[src/rtl/axi_rd_arbiter.sv]
// Round-robin arbiter putting the icache (m0) and dcache (m1) reads onto one memory read port.
// One read is outstanding at a time. Reads wait while a write is busy. A stalled read ends in an error response.
module axi_rd_arbiter #(
   parameter int ADDR_W         = 64,
   parameter int DATA_W         = 128,
   parameter int TIMEOUT_CYCLES = 1024
) (
   input  logic                clk,
   input  logic                rst,
   input  logic [1:0]          m_readAddr_valid,
   output logic [1:0]          m_readAddr_ready,
   input  logic [2*ADDR_W-1:0] m_readAddr_bits_addr,
   output logic [1:0]          m_readData_valid,
   input  logic [1:0]          m_readData_ready,
   output logic [DATA_W-1:0]   m_readData_bits_data,
   output logic [1:0]          m_readData_bits_resp,
   output logic                s_readAddr_valid,
   input  logic                s_readAddr_ready,
   output logic [ADDR_W-1:0]   s_readAddr_bits_addr,
   output logic [2:0]          s_readAddr_bits_prot,
   input  logic                s_readData_valid,
   output logic                s_readData_ready,
   input  logic [DATA_W-1:0]   s_readData_bits_data,
   input  logic [1:0]          s_readData_bits_resp,
   input  logic                wr_busy,
   output logic                err_timeout
);
   localparam int TW = $clog2(TIMEOUT_CYCLES) + 1;
   localparam logic [TW-1:0] TLAST = TW'(TIMEOUT_CYCLES - 1);

   typedef enum logic [1:0] {IDLE = 2'd0, ADDR = 2'd1, DATA = 2'd2, ERR = 2'd3} state_t;

   state_t              state_reg, state_next;
   logic                grant, prio, err_q;
   logic [ADDR_W-1:0]   addr_q;
   logic [TW-1:0]       tcnt;

   logic                winner, accept, data_hs, err_hs, timeout;
   logic [ADDR_W-1:0]   winner_addr;

   // The preferred requester wins when it asks; otherwise the only asking one wins.
   assign winner      = m_readAddr_valid[prio] ? prio : ~prio;
   assign winner_addr = winner ? m_readAddr_bits_addr[2*ADDR_W-1:ADDR_W]
                               : m_readAddr_bits_addr[ADDR_W-1:0];
   assign accept      = rst && (state_reg == IDLE) && !wr_busy && (|m_readAddr_valid);
   assign data_hs     = (state_reg == DATA) && s_readData_valid && m_readData_ready[grant];
   assign err_hs      = (state_reg == ERR) && m_readData_ready[grant];
   // A handshake that lands on the last allowed cycle still completes normally.
   assign timeout     = (tcnt >= TLAST) &&
                        (((state_reg == ADDR) && !s_readAddr_ready) ||
                         ((state_reg == DATA) && !data_hs));
   assign err_timeout = err_q;

   always_ff @(posedge clk or negedge rst) begin
      if (!rst) begin
         state_reg <= IDLE;
      end else begin
         state_reg <= state_next;
      end
   end

   always_ff @(posedge clk or negedge rst) begin
      if (!rst) begin
         grant  <= 1'b0;
         prio   <= 1'b0;
         addr_q <= '0;
         tcnt   <= '0;
         err_q  <= 1'b0;
      end else begin
         if (accept) begin
            grant  <= winner;
            addr_q <= winner_addr;
            tcnt   <= '0;
         end else if ((state_reg == ADDR) || (state_reg == DATA)) begin
            tcnt <= tcnt + TW'(1);
         end
         if (timeout) begin
            err_q <= 1'b1;
         end
         if (data_hs || err_hs) begin
            prio <= ~grant;
         end
      end
   end

   always_comb begin
      state_next = state_reg;
      case (state_reg)
         IDLE: if (accept) state_next = ADDR;
         ADDR: begin
            if (timeout)               state_next = ERR;
            else if (s_readAddr_ready) state_next = DATA;
         end
         DATA: begin
            if (timeout)      state_next = ERR;
            else if (data_hs) state_next = IDLE;
         end
         ERR:  if (err_hs) state_next = IDLE;
         default: state_next = IDLE;
      endcase
   end

   always_comb begin
      m_readAddr_ready     = 2'b00;
      m_readData_valid     = 2'b00;
      m_readData_bits_data = '0;
      m_readData_bits_resp = 2'b00;
      s_readAddr_valid     = 1'b0;
      s_readAddr_bits_addr = '0;
      s_readAddr_bits_prot = 3'b000;
      s_readData_ready     = 1'b0;
      case (state_reg)
         IDLE: if (accept) m_readAddr_ready[winner] = 1'b1;
         ADDR: begin
            s_readAddr_valid     = 1'b1;
            s_readAddr_bits_addr = addr_q;
            s_readAddr_bits_prot = {~grant, 2'b00};
         end
         DATA: begin
            s_readData_ready        = m_readData_ready[grant];
            m_readData_valid[grant] = s_readData_valid;
            m_readData_bits_data    = s_readData_bits_data;
            m_readData_bits_resp    = s_readData_bits_resp;
         end
         ERR: begin
            m_readData_valid[grant] = 1'b1;
            m_readData_bits_resp    = 2'b10;
         end
         default: ;
      endcase
   end
endmodule

[config.mk]
export PLATFORM = sky130hd
export DESIGN_NAME = axi_rd_arbiter
export DESIGN_NICKNAME = d
export VERILOG_FILES = /design/src/rtl/axi_rd_arbiter.sv
export SDC_FILE = /design/constraint.sdc
export NUM_CORES = 1
export LEC_CHECK = 0
export CORE_AREA = 2 2 184 186
export CTS_CLUSTER_SIZE = 24
export DETAILED_ROUTE_END_ITERATION = 8
export DIE_AREA = 0 0 186 188
export PLACE_DENSITY = 0.51
export SKIP_LAST_GASP = 1
export SYNTH_ARGS = -nofsm -noshare
export SYNTH_HDL_FRONTEND = slang
export SYNTH_SLANG_ARGS = --single-unit
[constraint.sdc]
create_clock -name clk -period 1.7 [get_ports clk]
set_clock_uncertainty 0.1 [all_clocks]
set_input_delay 0.255 -clock clk [delete_from_list [all_inputs] [get_ports clk]]
set_output_delay 0.255 -clock clk [all_outputs]
set_load 0.01 [all_outputs]
==> impl_metrics.tcl, run 1 <==
set metrics [dict create \
    run_status "finished, violations left" \
    failed_checks "negative hold slack, negative setup slack" \
    cp_slowest_stage_delay_ps 410 \
    wirelength_um 33700 \
    power-per-cell-area_mw_per_mm2 1390 \
    height_of_the_die_um 188 \
    yosysTopAreaCell "sky130_fd_sc_hd__dfrtp_1" \
    gp_congestion 0.800 \
    tritoncts_clock_tree "yes" \
    synth.cell_area_mm2 0.00521 \
    path_class "register to output port" \
    ys_types 39 \
    numClockSinks 80 \
    ys_dominant_reg_cell "sky130_fd_sc_hd__dfrtp_1" \
    post_synth_most_frequent_cells "sky130_fd_sc_hd__and2_1, sky130_fd_sc_hd__dfrtp_1, sky130_fd_sc_hd__nand2_1" \
    cts.reportedPaths.clkPinSlew_ps 70 \
    clkLatencyLatePin_ps 350 \
    crit_path_frequent_cell "sky130_fd_sc_hd__buf_6" \
    grt_first_pass_wirelength_um 43700 \
    clockRootBuffer "sky130_fd_sc_hd__clkbuf_16" \
    dr.pass1.iters 4 \
    cts.path.max_buffers 2 \
    synth_enable_flop_cells 0 \
    post-route-period-util_pct 125 \
    port_buffers 468 \
    floorplan.initialDensity_pct 15.7 \
    post-synth-top-count-cell "sky130_fd_sc_hd__and2_1" \
    slew_headroom_pct 61.5 \
    post_synthesis_async_set_or_reset_flop_share_pct 100 \
    pre_cts_ws_ps -664 \
    synth.top_cells.by_area "sky130_fd_sc_hd__dfrtp_1, sky130_fd_sc_hd__and2_1, sky130_fd_sc_hd__mux2i_1, sky130_fd_sc_hd__nand2_1, sky130_fd_sc_hd__o21ai_1" \
    holdWs_ps -85.8 \
    syn2layout_area_growth_pct 128 \
    worst_path_max_delay_cell "sky130_fd_sc_hd__dfrtp_1" \
    cellLeakagePower_nw 5.60 \
    ant_nets 0 \
    timing.rr.start "state_reg[1]" \
    worst-endpoint-arrival_ps 1780 \
    rr_endpoint "state_reg[0]" \
    cts_max_level 3 \
    hold_path.class "input port to async pin" \
    irDropWorstVdd_uv 537 \
    endpoint_kind "output port" \
    fp.dieW_um 186 \
    via_to_cell_ratio 4.00 \
    postPlaceCellArea_mm2 0.0107 \
    postSynthRegisterBits 80 \
    grt_max_degree 53 \
    crit_path_start_kind "register" \
    drc 0 \
    critPathMaxFanout 3 \
    largest_register_ffs 64 \
    ys.warnings.count 0 \
    num_rows 67 \
    worst_pin_slew_ps 562 \
    core_area_mm2 0.0331 \
    dp_hpwl_um 25900 \
    max_freq_mhz 469 \
    slew_violations 0 \
    setup_repair_after_global_routing_missed_its_margin "true" \
    grt_remaining_overflow 0 \
    globalRouteTotalUtil_pct 17.7 \
    finalHoldViolations 38 \
    finalCoreUtilization_pct 36.0 \
    total_number_of_vias 6313 \
    numPlacedInstances 1509 \
    gate_count_post_synth 601 \
    first_global_vias 6359 \
    final_critical_path_setup_slack_ps -432 \
    tritoncts.num_buffers 9 \
    final_period_minus_worst_setup_slack_ps 2130 \
    reg2reg_depth 8 \
    postLayoutCellArea_mm2 0.0119 \
    required_ps 1340 \
    antenna_violations_before_repair 9 \
    drtIter0Drc 103 \
    layout-drive-gt1-share_pct 37.1 \
    yosys.area.top_type_share_pct 38.4 \
    fillers 3410 \
    num_io_pins 471 \
    setup.reg_to_reg.worst_slack_ps -330 \
    cp_cell_sequence "inv_2 > buf_6 > ha_4 > or3b_4 > nor2_4 > buf_6" \
    avgRoutedWirePerCell_um 21.4 \
    floorplan.die_area_mm2 0.0350 \
    max_cap_viol_count 0 \
    setup_viol 273 \
    nNetsFinal 1391 \
    synth_area_per_inst_um2 8.67 \
    total_power_mw 16.5 \
    stdcell_count 1577 \
    fraction_of_the_yosys_area_taken_by_sequential_cells_pct 38.4 \
]
==> metal layers <==
layer / vias up / GRT usage (%) / routed length [um]
met5: - / 0 / 8
met4: 2 / 4.72 / 248
met3: 18 / 6.00 / 2900
met2: 287 / 34.5 / 19000
met1: 3002 / 17.4 / 11600
li1: 3004 / - / -
==> layout make-up <==
type | count | area, um2 | share of cell area (%)
timing repair buffer | 552 | 5650 | 47.5
multi-input combinational | 468 | 3340 | 28.1
sequential | 80 | 2000 | 16.8
tap | 448 | 561 | 4.71
clock buffer | 12 | 256 | 2.15
clock inverter | 4 | 52.6 | 0.441
inverter | 7 | 26.3 | 0.221
antenna | 6 | 15.0 | 0.126
==> worst max path at each step <==
stage | cells past startpoint | slack (ps) | startpoint | to
after global routing | 6 | -500 | state_reg[0] | m_readAddr_ready[1]
after global placement | 5 | -670 | m_readAddr_valid[0] | m_readAddr_ready[1]
after CTS | 6 | -460 | state_reg[0] | m_readData_bits_data[21]
final | 6 | -430 | state_reg[0] | m_readAddr_ready[1]
after floorplan | 6 | -40 | state_reg[0] | m_readAddr_ready[1]
after detailed placement | 5 | -660 | m_readAddr_valid[1] | m_readAddr_ready[1]
==> report_power, final <==
part	internal, mW	total, mW	switching, mW
Sequential	2.78	3.27	0.490
Combinational	6.32	11.2	4.91
Clock	1.22	2.04	0.823
Total	10.3	16.5	6.22
==> layout by cell type (no fill, tap or decap), types with 2 or more instances in the layout <==
cell                              synthesis  layout
sky130_fd_sc_hd__nand2_4                  0       5
sky130_fd_sc_hd__nor2b_4                  0       2
sky130_fd_sc_hd__nand2b_1                 3       3
sky130_fd_sc_hd__clkinvlp_4               0       3
sky130_fd_sc_hd__mux2i_1                 67      66
sky130_fd_sc_hd__clkbuf_8                 0       2
sky130_fd_sc_hd__o21ai_0                 31      20
sky130_fd_sc_hd__nand3_1                  2       2
sky130_fd_sc_hd__buf_8                    0       3
sky130_fd_sc_hd__buf_12                   0      13
sky130_fd_sc_hd__clkbuf_2                 0      11
sky130_fd_sc_hd__a21oi_1                  6       6
sky130_fd_sc_hd__and2_4                   0      85
sky130_fd_sc_hd__inv_2                    0       2
sky130_fd_sc_hd__buf_4                    5      42
sky130_fd_sc_hd__conb_1                   1       2
sky130_fd_sc_hd__ha_4                     0       3
sky130_fd_sc_hd__diode_2                  0       6
sky130_fd_sc_hd__clkdlybuf4s50_1          0     266
sky130_fd_sc_hd__o21ai_2                  0      10
sky130_fd_sc_hd__clkdlybuf4s15_2          0       6
sky130_fd_sc_hd__buf_2                   12      84
sky130_fd_sc_hd__and2_1                 196     110
sky130_fd_sc_hd__inv_1                    7       5
sky130_fd_sc_hd__a21o_1                   3       3
sky130_fd_sc_hd__buf_16                   0      12
sky130_fd_sc_hd__dfrtp_1                 80      80
sky130_fd_sc_hd__buf_6                    1     100
sky130_fd_sc_hd__ha_1                     6       3
sky130_fd_sc_hd__nor2_1                  10      10
sky130_fd_sc_hd__xor2_1                   3       3
sky130_fd_sc_hd__xnor2_1                  5       5
sky130_fd_sc_hd__clkbuf_16                0      22
sky130_fd_sc_hd__nor3_1                   3       3
sky130_fd_sc_hd__nand4_1                  4       4
sky130_fd_sc_hd__nand2_1                 70      64
sky130_fd_sc_hd__o21ai_1                 38      39
==> critical path, delay by kind of cell, from the launching register on <==
kind / cells / cell delay [ps]
buffers and inverters: 3 / 360
AND/OR/NAND/NOR: 2 / 530
flip-flops: 1 / 410
adder cells (fa/ha/maj): 1 / 120
==> through the flow <==
stage | setup TNS [ps] | hold slack [ps]
detailed placement | -94140 | 307
CTS | -92760 | -83.6
global placement | -93350 | 314
global route | -109760 | -46.8
finish | -89320 | -85.8
floorplan | -41.8 | -141
==> what timing repair did <==
item,CTS,global route
hold endpoints to repair,38,38
buffers inserted,10,10
gates resized for setup,837,226
setup endpoints to repair,266,278
pin swaps,3,10
cloned,12,17
==> kinds of logic (layout without fill, tap and decap cells) <==
kind of cell | after synthesis | after routing | synth area share [%]
xor+xnor | 8 | 8 | 1.34
other cells | 1 | 8 | 0.0720
mux | 67 | 67 | 12.9
compound gates | 84 | 84 | 8.72
simple gates | 301 | 301 | 32.5
fa+ha+maj | 6 | 6 | 1.44
flops | 80 | 80 | 38.4
buf+inv | 54 | 575 | 4.68
Note: power is estimated with default switching activity, not from simulation.
==> run 2: changes to the inputs <==
==> constraint.sdc (replaced) <==
create_clock -name clk -period 1.76 [get_ports clk]
set_clock_uncertainty 0.1 [all_clocks]
set_input_delay 0.264 -clock clk [delete_from_list [all_inputs] [get_ports clk]]
set_output_delay 0.264 -clock clk [all_outputs]
set_load 0.01 [all_outputs]
==> run 2 against run 1 <==
  * The run still ends with negative hold slack, negative setup slack left
  * Combinational power increased by 6%
  * Cell area grew 8.4%
  * Largest power group unchanged
  * Global-route usage barely moved
  * Critical endpoint is now m_readData_bits_data[63]
  * Routed wire length is 5.7% lower
==> impl_metrics.tcl, run 2 (synthesis results as in run 1) <==
set metrics [dict create \
    fillers 3339 \
    postLayoutCellArea_mm2 0.0129 \
    failed_checks "negative hold slack, negative setup slack" \
    reg2reg_depth 10 \
    postPlaceCellArea_mm2 0.0108 \
    floorplan.initialDensity_pct 15.7 \
    grt_first_pass_wirelength_um 44100 \
    cts.path.max_buffers 2 \
    slew_violations 0 \
    total_area_of_multi_input_combinational_cells_mm2 0.00380 \
    antenna_violations_before_repair 7 \
    max_freq_mhz 471 \
    ant_nets 0 \
    stdcell_count 1598 \
    fp.dieW_um 186 \
    slew_headroom_pct 60.8 \
    syn2layout_area_growth_pct 148 \
    dp_hpwl_um 22400 \
    via_to_cell_ratio 3.96 \
    run_status "finished, violations left" \
    setup_viol 270 \
    regArea_mm2 0.00200 \
    layout_commonest_cell "sky130_fd_sc_hd__clkdlybuf4s50_1" \
    wirelength_um 31800 \
    port_buffers 468 \
    dr.pass1.iters 4 \
    finalCoreUtilization_pct 39.0 \
    tritoncts_clock_tree "yes" \
    numPlacedInstances 1517 \
    max_cap_viol_count 0 \
    globalRouteTotalUtil_pct 17.7 \
    num_rows 67 \
    cts_max_level 3 \
    crit_path_start_kind "register" \
    tritoncts.num_buffers 9 \
    path_class "register to output port" \
    finalHoldViolations 38 \
    holdWs_ps -84.3 \
    drc 0 \
    final_critical_path_setup_slack_ps -364 \
    layout-drive-gt1-share_pct 47.7 \
    timing.rr.start "state_reg[1]" \
    setup.reg_to_reg.worst_slack_ps -310 \
    required_ps 1400 \
    core_area_mm2 0.0331 \
    height_of_the_die_um 188 \
    floorplan.die_area_mm2 0.0350 \
    drtIter0Drc 162 \
    numClockSinks 80 \
    setup_total_negative_slack_ps -62690 \
    clkLatencyLatePin_ps 340 \
    post-route-period-util_pct 121 \
    cts.reportedPaths.clkPinSlew_ps 70 \
    power-per-cell-area_mw_per_mm2 1350 \
    gp_congestion 0.757 \
    grt_max_degree 43 \
    largest_register_ffs 64 \
    grt_remaining_overflow 0 \
    setup_repair_after_global_routing_missed_its_margin "true" \
    cellLeakagePower_nw 5.95 \
    total_number_of_vias 6328 \
    worst-endpoint-arrival_ps 1760 \
    critPathMaxFanout 9 \
    worst_pin_slew_ps 588 \
    nNetsFinal 1415 \
    avgRoutedWirePerCell_um 19.9 \
    final_period_minus_worst_setup_slack_ps 2120 \
    irDropWorstVdd_uv 607 \
    rr_endpoint "addr_q[43]" \
    num_io_pins 471 \
    first_global_vias 6594 \
    layout_common_cells "sky130_fd_sc_hd__clkdlybuf4s50_1, sky130_fd_sc_hd__buf_6, sky130_fd_sc_hd__and2_4" \
    endpoint_kind "output port" \
    clockRootBuffer "sky130_fd_sc_hd__clkbuf_16" \
    hold_path.class "input port to async pin" \
]
==> run 2: cell types whose count changed in the layout (fill, tap and decap cells not counted), moves of 17 or more <==
cell                      change
sky130_fd_sc_hd__nand2_1     -49
sky130_fd_sc_hd__nand2_2     +23
sky130_fd_sc_hd__and2_1      -18
sky130_fd_sc_hd__and2_4      +17
sky130_fd_sc_hd__buf_6       +26
sky130_fd_sc_hd__buf_2       -24
sky130_fd_sc_hd__nand2_4     +26
sky130_fd_sc_hd__o21ai_2     +32
==> run 2: power by group <==
group	internal [mW]	leakage, nW	total [mW]	switching [mW]
Combinational	6.93	4.81	11.9	4.93
Sequential	2.69	0.995	3.46	0.767
Clock	1.25	0.153	2.09	0.835
==> run 2: layer usage <==
metal  share of wire (%)  GRT usage (%)  routed length [um]  vias to the layer above
met5               0.094              0                  30                        -
met4                 1.3           3.63                 410                        4
met3                 8.2           4.82                2600                       25
met2                  50           31.3               15800                      276
met1                  41           21.4               12900                     2973
li1                    -              -                   -                     3050
==> run 2: cell type report <==
cell class              instances  area share, %
flip-flops and latches         80           15.5
diodes                          3         0.0582
clock buffers                  10           1.77
repair buffers                576           47.9
multi-input cells             468           29.5
clock inverters                 6          0.698
well taps                     448           4.34
inverters                       7          0.204
==> run 2: worst max-delay path, cell delays in order (launching register included) <==
cell	delay [ps]
sky130_fd_sc_hd__dfrtp_1	420
sky130_fd_sc_hd__buf_6	140
sky130_fd_sc_hd__ha_4	200
sky130_fd_sc_hd__buf_12	160
sky130_fd_sc_hd__buf_12	130
sky130_fd_sc_hd__and2_1	130
sky130_fd_sc_hd__clkdlybuf4s15_1	220
==> run 2: worst max path at each step <==
| stage | to | from | slack (ps) | depth (start not counted) |
|---|---|---|---|---|
| 2_1_floorplan | m_readAddr_ready[1] | state_reg[0] | -40 | 6 |
| 3_3_place_gp | m_readAddr_ready[1] | m_readAddr_valid[1] | -650 | 5 |
| 3_5_place_dp | m_readAddr_ready[1] | m_readAddr_valid[1] | -640 | 5 |
| 4_1_cts | m_readData_bits_data[96] | state_reg[1] | -400 | 7 |
| 5_1_grt | m_readData_bits_data[77] | state_reg[1] | -440 | 6 |
| 6_report | m_readData_bits_data[63] | state_reg[1] | -360 | 6 |
==> run 2: timing repair <==
action	CTS	global route
setup buffers	27	7
hold endpoints to repair	38	38
resized for setup	999	246
cloned	31	4
endpoints found under the setup margin	268	277
pin swaps	102	26
==> run 2: stage by stage <==
stage / total power [mW] / setup WS, ps
detailed placement: 12.0 / -642
global placement: 11.9 / -649
CTS: 16.8 / -398
finish: 17.4 / -364
floorplan: 6.81 / -40.3
global route: 18.6 / -437
